$ cat config.mk
export PLATFORM = sky130hd
export DESIGN_NAME = map_prg_latch_gen
export DESIGN_NICKNAME = d
export VERILOG_FILES = /design/src/rtl/map_prg_latch_gen_pkg.sv /design/src/rtl/map_wr_filter.sv /design/src/rtl/map_prg_latch_gen.sv
export SDC_FILE = /design/constraint.sdc
export NUM_CORES = 1
export LEC_CHECK = 0
export ABC_AREA = 1
export BUFFER_PORTS_ARGS = -buffer_cell sky130_fd_sc_hd__buf_4
export CORE_MARGIN = 3
export CORE_UTILIZATION = 28
export DETAILED_ROUTE_END_ITERATION = 8
export PLACE_DENSITY = 0.75
export SETUP_SLACK_MARGIN = 0.02
export SYNTH_ARGS = -nofsm -noshare
export SYNTH_HDL_FRONTEND = slang
export SYNTH_HIERARCHICAL = 1
export SYNTH_SLANG_ARGS = --single-unit
$ cat constraint.sdc
create_clock -name m2 -period 1.6 [get_ports m2]
set_input_delay 0.16 -clock m2 [delete_from_list [all_inputs] [get_ports m2]]
set_output_delay 0.16 -clock m2 [all_outputs]
set_load 0.01 [all_outputs]
$ cat src/rtl/map_prg_latch_gen_pkg.sv
// Shared definitions for the PRG bank latch: bank modes, save-state register
// indices, write-filter states and CPU window decode.
package map_prg_latch_gen_pkg;

   localparam int MODE_16K_FIXED  = 0;
   localparam int MODE_32K        = 1;
   localparam int MODE_16K_MIRROR = 2;

   localparam logic [7:0] SS_ADDR_INNER = 8'd0;
   localparam logic [7:0] SS_ADDR_OUTER = 8'd1;
   localparam logic [7:0] SS_ADDR_FSM   = 8'd2;

   localparam logic [1:0] WIN_OUTER = 2'b10;
   localparam logic [1:0] WIN_INNER = 2'b11;

   typedef enum logic {
      FLT_IDLE  = 1'b0,
      FLT_ARMED = 1'b1
   } flt_state_t;

   typedef struct packed {
      logic outer_wr;
      logic inner_wr;
   } bus_dec_t;

   // Save-state access owns the bus, so it masks every CPU register write.
   function automatic bus_dec_t decode_bus(input logic [15:0] addr,
                                           input logic        rw,
                                           input logic        ss_act);
      bus_dec_t dec;
      dec.outer_wr = !rw && !ss_act && (addr[15:14] == WIN_OUTER);
      dec.inner_wr = !rw && !ss_act && (addr[15:14] == WIN_INNER);
      return dec;
   endfunction

endpackage

$ cat src/rtl/map_wr_filter.sv
// Read-modify-write double-write filter: after an accepted write, a write on
// the very next m2 cycle is swallowed so RMW instructions update only once.
module map_wr_filter
   import map_prg_latch_gen_pkg::*;
#(
   parameter int RMW_FILTER = 1
) (
   input  logic       m2,
   input  logic       map_rst_n,
   input  logic       wr_req,
   input  logic       ss_act,
   input  logic       ss_load,
   input  logic       ss_state,
   output logic       wr_ok,
   output flt_state_t state
);

   logic armed_block;

   assign armed_block = (RMW_FILTER != 0) && (state == FLT_ARMED);
   assign wr_ok       = wr_req && !ss_act && !armed_block;

   // NOTE: state registers use non-blocking assignments so every flop samples
   // the pre-edge values, independent of block ordering.
   always_ff @(negedge m2 or negedge map_rst_n) begin
      if (!map_rst_n) begin
         state <= FLT_IDLE;
      end else if (RMW_FILTER == 0) begin
         state <= FLT_IDLE;
      end else if (ss_load) begin
         state <= flt_state_t'(ss_state);
      end else if (ss_act) begin
         state <= FLT_IDLE;
      end else if ((state == FLT_IDLE) && wr_ok) begin
         state <= FLT_ARMED;
      end else begin
         state <= FLT_IDLE;
      end
   end

endmodule

$ cat src/rtl/map_prg_latch_gen.sv
// Outer/inner PRG bank latch with write-once outer lock, bank modes, bus
// conflicts and RMW filter. Save-state access enabled by MAP_PRG_LATCH_SS_EN.
module map_prg_latch_gen
   import map_prg_latch_gen_pkg::*;
#(
   parameter int OUTER_W      = 3,
   parameter int INNER_W      = 4,
   parameter int MODE         = 0,
   parameter int BUS_CONFLICT = 0,
   parameter int RMW_FILTER   = 1
) (
   input  logic                          m2,
   input  logic                          map_rst_n,
   input  logic [15:0]                   cpu_addr,
   input  logic [7:0]                    cpu_dat,
   input  logic                          cpu_rw,
   input  logic [7:0]                    prg_dat,
   input  logic                          ss_act,
   input  logic                          ss_we,
   input  logic [7:0]                    ss_addr,
   input  logic [7:0]                    ss_wdat,
   output logic [7:0]                    ss_rdat,
   output logic [14+OUTER_W+INNER_W-1:0] prg_addr,
   output logic                          locked,
   output logic                          wr_ack
);

   logic [OUTER_W-1:0] outer;
   logic [INNER_W-1:0] inner;
   logic [INNER_W-1:0] bank;
   logic [7:0]         d_eff;
   bus_dec_t           dec;
   logic               outer_req;
   logic               inner_req;
   logic               wr_ok;
   flt_state_t         flt_state;
   logic               ss_ld_inner;
   logic               ss_ld_outer;
   logic               ss_ld_fsm;

   // Bus conflict: the ROM drives the data bus too, so the open-drain AND wins.
   assign d_eff = (BUS_CONFLICT != 0) ? (cpu_dat & prg_dat) : cpu_dat;

   assign dec       = decode_bus(cpu_addr, cpu_rw, ss_act);
   assign outer_req = dec.outer_wr && !locked;
   assign inner_req = dec.inner_wr;

`ifdef MAP_PRG_LATCH_SS_EN
   logic ss_wr;

   assign ss_wr       = ss_act && ss_we;
   assign ss_ld_inner = ss_wr && (ss_addr == SS_ADDR_INNER);
   assign ss_ld_outer = ss_wr && (ss_addr == SS_ADDR_OUTER);
   assign ss_ld_fsm   = ss_wr && (ss_addr == SS_ADDR_FSM);

   // NOTE: every combinational output gets a default first so no path
   // through the block leaves it unassigned and infers a latch.
   always_comb begin
      ss_rdat = 8'hff;
      case (ss_addr)
         SS_ADDR_INNER: ss_rdat = 8'(inner);
         SS_ADDR_OUTER: ss_rdat = 8'({locked, outer});
         SS_ADDR_FSM:   ss_rdat = {7'd0, flt_state};
         default:       ss_rdat = 8'hff;
      endcase
   end

   logic unused_ss;
   assign unused_ss = ^{ss_wdat, d_eff};
`else
   assign ss_ld_inner = 1'b0;
   assign ss_ld_outer = 1'b0;
   assign ss_ld_fsm   = 1'b0;
   assign ss_rdat     = 8'hff;

   logic unused_ss;
   assign unused_ss = ^{ss_we, ss_addr, ss_wdat, flt_state, d_eff};
`endif

   map_wr_filter #(
      .RMW_FILTER (RMW_FILTER)
   ) u_filter (
      .m2        (m2),
      .map_rst_n (map_rst_n),
      .wr_req    (outer_req || inner_req),
      .ss_act    (ss_act),
      .ss_load   (ss_ld_fsm),
      .ss_state  (ss_wdat[0]),
      .wr_ok     (wr_ok),
      .state     (flt_state)
   );

   always_ff @(negedge m2 or negedge map_rst_n) begin
      if (!map_rst_n) begin
         outer  <= '0;
         inner  <= '0;
         locked <= 1'b0;
         wr_ack <= 1'b0;
      end else begin
         wr_ack <= wr_ok;
         if (ss_ld_outer) begin
            outer  <= ss_wdat[OUTER_W-1:0];
            locked <= ss_wdat[OUTER_W];
         end else if (wr_ok && outer_req) begin
            outer  <= d_eff[OUTER_W-1:0];
            locked <= d_eff[OUTER_W];
         end
         if (ss_ld_inner) begin
            inner <= ss_wdat[INNER_W-1:0];
         end else if (wr_ok && inner_req) begin
            inner <= d_eff[INNER_W-1:0];
         end
      end
   end

   // 32K mode pairs inner banks, so A14 replaces the inner LSB.
   always_comb begin
      bank = inner;
      if (MODE == MODE_16K_FIXED) begin
         bank = cpu_addr[14] ? '1 : inner;
      end else if (MODE == MODE_32K) begin
         bank = (inner & ~INNER_W'(1)) | INNER_W'(cpu_addr[14]);
      end
   end

   assign prg_addr = {outer, bank, cpu_addr[13:0]};

endmodule

==> run summary, run 1 <==
Gpl congestion = 0.748
Die ar. = 0.00293 sq mm
# setup viols final = 18
Final hold vios = 0
Diode count = 0
Layout cell share with drive strength beyond 1 = 0.510
I/O Buffers = 19
FP Rows = 16
RSZ-0062 raised after global routing = yes
Routed via count = 523
Mapped cell area = 648 sq um
Worst setup margin = -0.320 ns
Slew Limit Fails = 0
CP max stage delay = 0.35 ns
Endpoint class of the critical path = primary output
Clock network fraction of total power = 0.307
Max-Cap Viols = 0
Area Overhead vs Synth = 43.1%
Lkg Pwr = 0.513 nW
Synthesis-stage register bit count = 10
Worst Setup Path Type = flip-flop to primary output
Slowest CP cell = dfrtn_1
Hold slack = 0.320 ns
Routed len/inst = 10.9 um
GRT Util Overall = 0.107
Clock sink total = 10
Grt met3 use = 0.0416
CP Data Arrival Time = 1.76 ns
Pin count of the biggest net entering global routing = 11
Cell count after synthesis = 78
Pint = 408 uW
Clk_lat worst skew = 0.27 ns
Psw = 130 uW
CP required = 1.44 ns
Worst-path clk slew = 0.05 ns
CP top delay family = flip-flops
CTS buffer count = 3
Drt total wl = 1430 um
Critical path, cell by cell = or2_4, buf_6
Fill count = 216
CTS tree = built
Most frequent cells in the layout = buf_4, nand2_1, buf_6, conb_1, dfrtn_1
GR Util met2 = 0.171
Initial antenna violation count = 0
Status = finished, violations left
Met1 Use GR = 0.111
Global-route wire length before repair = 2150 um
# H-tree levels = 1
Clk_skew = 0.00504 ns
Final Cell Area = 927 sq um
Switching power share of the total = 0.241
Crit-path max FO = 2
DRC Markers = 0
Gr busiest metal = met2
Remaining antenna violation count = 0
Yosys cell types = 14
Die X = 54.1 um
WP buf/inv = 1
Starting DRT DRC Count = 4
Vias in the first global route = 524
Commonest non-fill, non-tap cell in the layout = buf_4
Clock Tree Buf Depth = 2
Path category of the worst min-delay check = input pin to primary output
Initial Utilization = 0.311
Nets@finish = 159
Drt pass-1 iters = 2
Sequential Power Share = 0.492
Setup Total Neg Slack = -3.67 ns
Gr ovfl total = 0
Maximum vdd drop = 0.000184 V
DR vias/cell = 3.99
DPL Wire Length = 1050 um
Syn_area_per_cell = 8.31 sq um
Yosys warning count = 6
Failing checks = negative setup slack
Chip height = 54.1 um
Comb power frac = 0.201
CTS root buf = clkbuf_4
Final core occ = 0.445
PD cells = 580 mW/mm^2
I/O pin total = 84
Core area = 0.00208 sq mm
Post-DP Area = 774 sq um
CP startpoint kind = flip-flop
Sequential area share after synthesis = 0.386
CTS hold repair buffers = 0
-- metrics by stage --
| step | power [mW] | setup WS [ns] | cells |
|---|---|---|---|
| after global placement | 0.354 | -0.497 | 119 |
| after detailed placement | 0.355 | -0.576 | 119 |
| after floorplan | 0.354 | -0.480 | 86 |
| after global routing | 0.565 | -0.352 | 131 |
| final | 0.537 | -0.320 | 131 |
| after CTS | 0.541 | -0.328 | 128 |
-- worst paths after layout --
path / from / end / slack, ns / cells after the start
worst max register to register: locked / inner[2] / 0.09 / 8
worst max-delay path: inner[1] / prg_addr[15] / -0.32 / 2
min in group asynchronous: map_rst_n / inner[1] / 0.39 / 1
worst min-delay path: cpu_addr[0] / prg_addr[0] / 0.32 / 0
max in group asynchronous: map_rst_n / outer[1] / 1.03 / 1
worst min register to register: outer[2] / outer[2] / 0.44 / 2
-- metal layers --
metal	up-vias	share of wire
met5	-	0
met4	0	0.024
met2	23	0.50
met1	236	0.33
met3	6	0.14
li1	258	-
-- synth_stat cells, drive strengths merged --
cell    count  area [sq um]
or2         4          25.0
dfrtn      10           250
a21oi       1          5.00
nor3b       1          7.51
inv         8          30.0
nand3b      1          20.0
o21ai       4          20.0
nand4       1          6.26
nand2      15          56.3
buf        22           165
nor2        4          30.0
conb        2          7.51
nand3       5          25.0
-- state kept, by name, summed over array words and instances (netlist names) --
| name | cells |
|---|---|
| outer | 3 |
| u_filter/state | 1 |
| wr_ack | 1 |
| locked | 1 |
| inner | 4 |
-- power groups by stage --
stage | combinational [mW] | clock, mW | sequential (mW)
detailed placement | 0.0866 | 0 | 0.268
floorplan | 0.0858 | 0 | 0.268
global route | 0.119 | 0.182 | 0.265
CTS | 0.104 | 0.173 | 0.264
global placement | 0.0853 | 0 | 0.268
finish | 0.108 | 0.165 | 0.264
-- logic make-up (layout without fill, tap and decap cells) --
| family | after synthesis | after routing | share of synthesized area |
|---|---|---|---|
| flops | 10 | 10 | 0.386 |
| simple gates | 31 | 31 | 0.263 |
| compound gates | 5 | 5 | 0.0386 |
| buf+inv | 30 | 48 | 0.301 |
| other cells | 2 | 10 | 0.0116 |
-- timing repair --
action | 4_1_cts | 5_1_grt
endpoints found under the setup margin | 17 | 18
gates resized for setup | 14 | 4
buffers inserted | 7 | 3
cloned | 0 | 0
pin swaps | 8 | 7
-- worst register-to-register path, stage by stage, from the launching register on --
cell and delay, ns:
dfrtn_1 0.34, buf_4 0.13, buf_4 0.13, a21oi_2 0.15, nor3b_4 0.24, buf_6 0.14
nand3b_4 0.10, nand2_1 0.08, o21ai_1 0.05
-- area by class of cell --
| class | instances | area, sq um | area share |
|---|---|---|---|
| clock buffer | 3 | 22.5 | 0.0243 |
| tap | 27 | 33.8 | 0.0364 |
| sequential | 10 | 250 | 0.270 |
| inverter | 8 | 30.0 | 0.0324 |
| timing repair buffer | 37 | 319 | 0.344 |
| multi-input combinational | 46 | 272 | 0.293 |
Note: power is estimated with default switching activity, not from simulation.
==> inputs of run 2 (changes only) <==
--- a/config.mk
+++ b/config.mk
@@ -7,7 +7,8 @@
 export LEC_CHECK = 0
-export ABC_AREA = 1
+export ABC_AREA = 0
 export BUFFER_PORTS_ARGS = -buffer_cell sky130_fd_sc_hd__buf_4
 export CORE_MARGIN = 3
-export CORE_UTILIZATION = 28
+export CORE_UTILIZATION = 27
 export DETAILED_ROUTE_END_ITERATION = 8
+export MAX_ROUTING_LAYER = met4
 export PLACE_DENSITY = 0.75
==> constraint.sdc (replaced) <==
create_clock -name m2 -period 1.6 [get_ports m2]
set_input_delay 0.32 -clock m2 [delete_from_list [all_inputs] [get_ports m2]]
set_output_delay 0.32 -clock m2 [all_outputs]
set_load 0.01 [all_outputs]
==> run summary, run 2 <==
Sequential area share after synthesis = 0.409
Slew Limit Fails = 0
Starting DRT DRC Count = 0
DPL Wire Length = 836 um
Number of flip-flops in the largest register = 4
Routed len/inst = 11.0 um
Synthesis-stage register bit count = 10
Commonest non-fill, non-tap cell in the layout = buf_4
Top_reg_cell synth = dfrtn_1
CTS buffer count = 3
Final hold vios = 0
Grt met3 use = 0.0499
# H-tree levels = 1
Max-Cap Viols = 0
Nets@finish = 129
Initial antenna violation count = 0
Most frequent cells in the layout = buf_4, dfrtn_1, conb_1, buf_6, mux2_2
Routed via count = 382
Critical path, cell by cell = buf_6, nor2_4, nand2_2, a21oi_2, nor3b_4, buf_4, nand4_4, mux2_4
CTS root buf = clkbuf_4
Commonest cells in the synthesized netlist = buf_4, dfrtn_1, mux2_2
Async S/R FF share, synth = 1.00
Clock Tree Buf Depth = 2
Failing checks = negative setup slack
Largest regs = inner x4, outer x3
Gr busiest metal = met2
Largest register by flop count = inner
Worst setup margin = -0.527 ns
Worst Reg-to-Reg Cells = 6
Cell count after synthesis = 56
CTS tree = built
CP startpoint kind = input pin
Vias in the first global route = 400
Drt pass-1 iters = 1
RSZ-0062 raised after global routing = yes
Endpoint class of the critical path = flip-flop
Yosys cell types = 12
DR vias/cell = 3.78
Setup Total Neg Slack = -7.55 ns
CTS hold repair buffers = 0
Global-route wire length before repair = 1700 um
Clk_lat worst skew = 0.27 ns
Synth area leaders = dfrtn_1, buf_4, mux2_2
Worst Setup Path Type = input pin to flip-flop
I/O Buffers = 19
Pin count of the biggest net entering global routing = 11
CP Data Arrival Time = 1.43 ns
Path category of the worst min-delay check = flip-flop to flip-flop
Gr ovfl total = 0
Core area = 0.00206 sq mm
FP Rows = 16
# setup viols final = 19
Mapped cell area = 612 sq um
Final core occ = 0.408
DRC Markers = 0
Clk_skew = 0.00687 ns
Die X = 53.6 um
PD cells = 688 mW/mm^2
Layout cell share with drive strength beyond 1 = 0.716
Lkg Pwr = 0.448 nW
Synth area leader = dfrtn_1
Worst-path clk slew = 0.04 ns
Remaining antenna violation count = 0
Number of flops mapped to enable cells by yosys = 0
Gpl congestion = 0.747
Chip height = 53.6 um
Slowest CP cell = mux2_4
Area Overhead vs Synth = 37.4%
Status = finished, violations left
Maximum vdd drop = 0.000369 V
Clock sink total = 10
Syn_area_per_cell = 10.9 sq um
CP max stage delay = 0.31 ns
Diode count = 0
GRT Util Overall = 0.0917
Die ar. = 0.00287 sq mm
Hold path depth = 1
I/O pin total = 84
GR Util met2 = 0.139
Initial Utilization = 0.297
Met1 Use GR = 0.103
Count leader, synth = buf_4
Yosys warning count = 6
Yosys top cell area share = 0.409
CP required = 0.90 ns
Drt total wl = 1110 um
Crit-path max FO = 4
## run 2: cell count changes after synthesis, sizes merged
cell and change:
nor2 -2, inv -6, o21ai -4, nand3 -5, nand3b -1, nand4 +1, o21bai +1, nand2 -14
mux2 +8
## run 2: final timing paths
path                            from        endpoint  slack (ns)
max                           cpu_rw        outer[0]       -0.53
min                         inner[3]        inner[3]        0.45
max reg2reg                   locked        outer[0]        0.07
min reg2reg                 inner[3]        inner[3]        0.45
max in group asynchronous  map_rst_n        inner[3]        0.87
min in group asynchronous  map_rst_n  u_filter/state        0.55
## run 2: area by class of cell
type                       instances  area, sq um
clock buffer                       3         22.5
fill                             211         1220
inverter                           2         7.51
multi-input combinational         29          272
sequential                        10          250
tap                               27         33.8
timing repair buffer              30          255
## run 2: kinds of logic (layout without fill, tap and decap cells)
family	after synthesis	after routing	synth area share
AOI/OAI and AO/OA	2	2	0.0204
buffers and inverters	24	35	0.282
DFF	10	10	0.409
muxes	8	8	0.147
other	2	9	0.0123
and+or+nand+nor	10	10	0.129
## run 2: report_power, final
part           leakage [nW]  switching (mW)  internal (mW)
clock network        0.0138          0.0735         0.0862
registers             0.136         0.00775          0.271
logic                 0.298          0.0583         0.0817
## run 2: worst max-delay path, delay by kind of cell
kind | cells | cell delay, ns
AND/OR/NAND/NOR | 4 | 0.46
multiplexers | 1 | 0.31
buffers and inverters | 2 | 0.25
AO/OA/AOI/OAI | 1 | 0.09
## run 2: metal layers
layer	wire, um	vias up
met5	0	-
met3	105	0
met4	0	0
met2	596	19
met1	408	176
li1	-	187
## run 2: per-stage QoR
step	power [mW]	cell area (sq um)	instances	setup WS, ns	hold WS (ns)
after floorplan	0.384	659	63	-0.648	0.441
after global placement	0.398	708	92	-0.845	0.449
after detailed placement	0.399	708	92	-0.890	0.454
after CTS	0.585	808	99	-0.538	0.453
after global routing	0.620	841	101	-0.572	0.466
final	0.579	841	101	-0.527	0.450
## run 2: timing repair
action                                  CTS  global route
cloned                                    0             0
buffers inserted                          4             2
pin swaps                                 4             1
resized for setup                        11             5
endpoints found under the setup margin   18            19
==> inputs of run 3 (changes only) <==
CORE_MARGIN = 5   (was 3)
==> run summary, run 3 (same netlist as run 2, synthesis figures left out) <==
DPL Wire Length = 984 um
Clock Tree Buf Depth = 2
Met3 wire len = 190 um
Area Overhead vs Synth = 33.1%
Largest register by flop count = inner
Hold slack = 0.451 ns
Highest metal used = met4
Routed via count = 395
Final hold vios = 0
M1 WL = 342 um
# H-tree levels = 1
Status = finished, violations left
RSZ-0062 raised after global routing = yes
Critical path, cell by cell = buf_8, nor2_4, nand2_2, a21oi_2, nor3b_4, nand4_4, mux2_4
Global-route wire length before repair = 1890 um
Critical R2R Launch = locked
Drt total wl = 1250 um
Slowest CP cell = mux2_4
Routed length on met2 = 677 um
Crit-path max FO = 4
Routed len/inst = 12.5 um
Hold path depth = 1
Initial antenna violation count = 0
Endpoint class of the critical path = flip-flop
Maximum vdd drop = 0.000217 V
Pin count of the biggest net entering global routing = 11
CTS root buf = clkbuf_4
DR vias/cell = 3.95
I/O Buffers = 19
GRT Util Overall = 0.0824
WP buf/inv = 1
CP Data Arrival Time = 1.48 ns
Chip height = 57.6 um
Initial Utilization = 0.279
Stages on worst setup path = 7
Clk_lat worst skew = 0.27 ns
# setup viols final = 19
CP max stage delay = 0.33 ns
Gpl congestion = 0.743
Final core occ = 0.372
Diode count = 0
Most frequent cells in the layout = buf_4, dfrtn_1, conb_1, mux2_2, buf_6
Remaining antenna violation count = 0
Die X = 57.6 um
Path category of the worst min-delay check = flip-flop to flip-flop
DRC Markers = 0
Hold Startpoint = inner[0]
Max-Cap Viols = 0
Lkg Pwr = 0.430 nW
Setup Total Neg Slack = -7.75 ns
Clock sink total = 10
FP Rows = 17
Worst-path clk slew = 0.05 ns
CP top delay family = simple AND/OR/NAND/NOR gates
CP required = 0.92 ns
Worst Setup Path Type = input pin to flip-flop
Gr ovfl total = 0
CP startpoint kind = input pin
Worst Reg-to-Reg Cells = 5
PD cells = 717 mW/mm^2
Clk_skew = 0.00266 ns
Die ar. = 0.00332 sq mm
Core area = 0.00219 sq mm
Fill count = 225
Nets@finish = 127
Vias in the first global route = 437
CP Launch Point = ss_act
Layout cell share with drive strength beyond 1 = 0.708
CTS tree = built
Failing checks = negative setup slack
I/O pin total = 84
Largest regs = inner x4, outer x3
Commonest non-fill, non-tap cell in the layout = buf_4
CTS buffer count = 3
Drt pass-1 iters = 1
Number of flip-flops in the largest register = 4
Slew Limit Fails = 0
Starting DRT DRC Count = 0
Worst setup margin = -0.559 ns
run 3: report_power, final:
group	internal (mW)	leakage, nW	total, mW	switching (mW)
combinational	0.0792	0.280	0.135	0.0554
sequential	0.271	0.136	0.280	0.00864
clock	0.0868	0.0138	0.170	0.0831
run 3: worst reg2reg max path, delay by kind of cell, from the launching register on:
| kind | cells | cell delay, ns |
|---|---|---|
| DFF | 1 | 0.34 |
| buffers and inverters | 1 | 0.15 |
| muxes | 1 | 0.33 |
| AOI/OAI and AO/OA | 1 | 0.12 |
| and+or+nand+nor | 2 | 0.46 |
run 3: what timing repair did:
action	CTS	global route
resized for setup	13	1
gates cloned	0	0
setup buffers	1	1
hold buffers	0	0
endpoints found under the setup margin	19	19
pin swaps	1	0
run 3: through the flow:
step                instances  setup slack (ns)  power [mW]  instance area [sq um]
global placement           95            -0.822       0.399                    724
finish                    100            -0.559       0.584                    815
floorplan                  63            -0.648       0.384                    659
global route              100            -0.634       0.620                    815
detailed placement         95            -0.845       0.401                    724
CTS                        99            -0.524       0.593                    805
run 3: metal layers:
| layer | global-route usage | vias to the layer above |
|---|---|---|
| met4 | 0.0695 | 0 |
| met1 | 0.0598 | 183 |
| met5 | - | - |
| met3 | 0.0520 | 5 |
| li1 | - | 180 |
| met2 | 0.137 | 27 |
run 3: path summary, 6_finish.rpt:
check                           slack (ns)       end
min in group asynchronous             0.55    wr_ack
worst max register to register        0.05  inner[3]
worst min-delay path                  0.45  inner[0]
worst min register to register        0.45  inner[0]
max in group asynchronous             0.88  inner[3]
worst max-delay path                 -0.56  inner[3]
run 3: cell type report:
class                   instances  area (sq um)  area share
clock buffers                   3          22.5      0.0276
inverters                       2          7.51     0.00922
multi-input cells              29           259       0.318
flip-flops and latches         10           250       0.307
well taps                      28          35.0      0.0430
repair buffers                 28           240       0.295
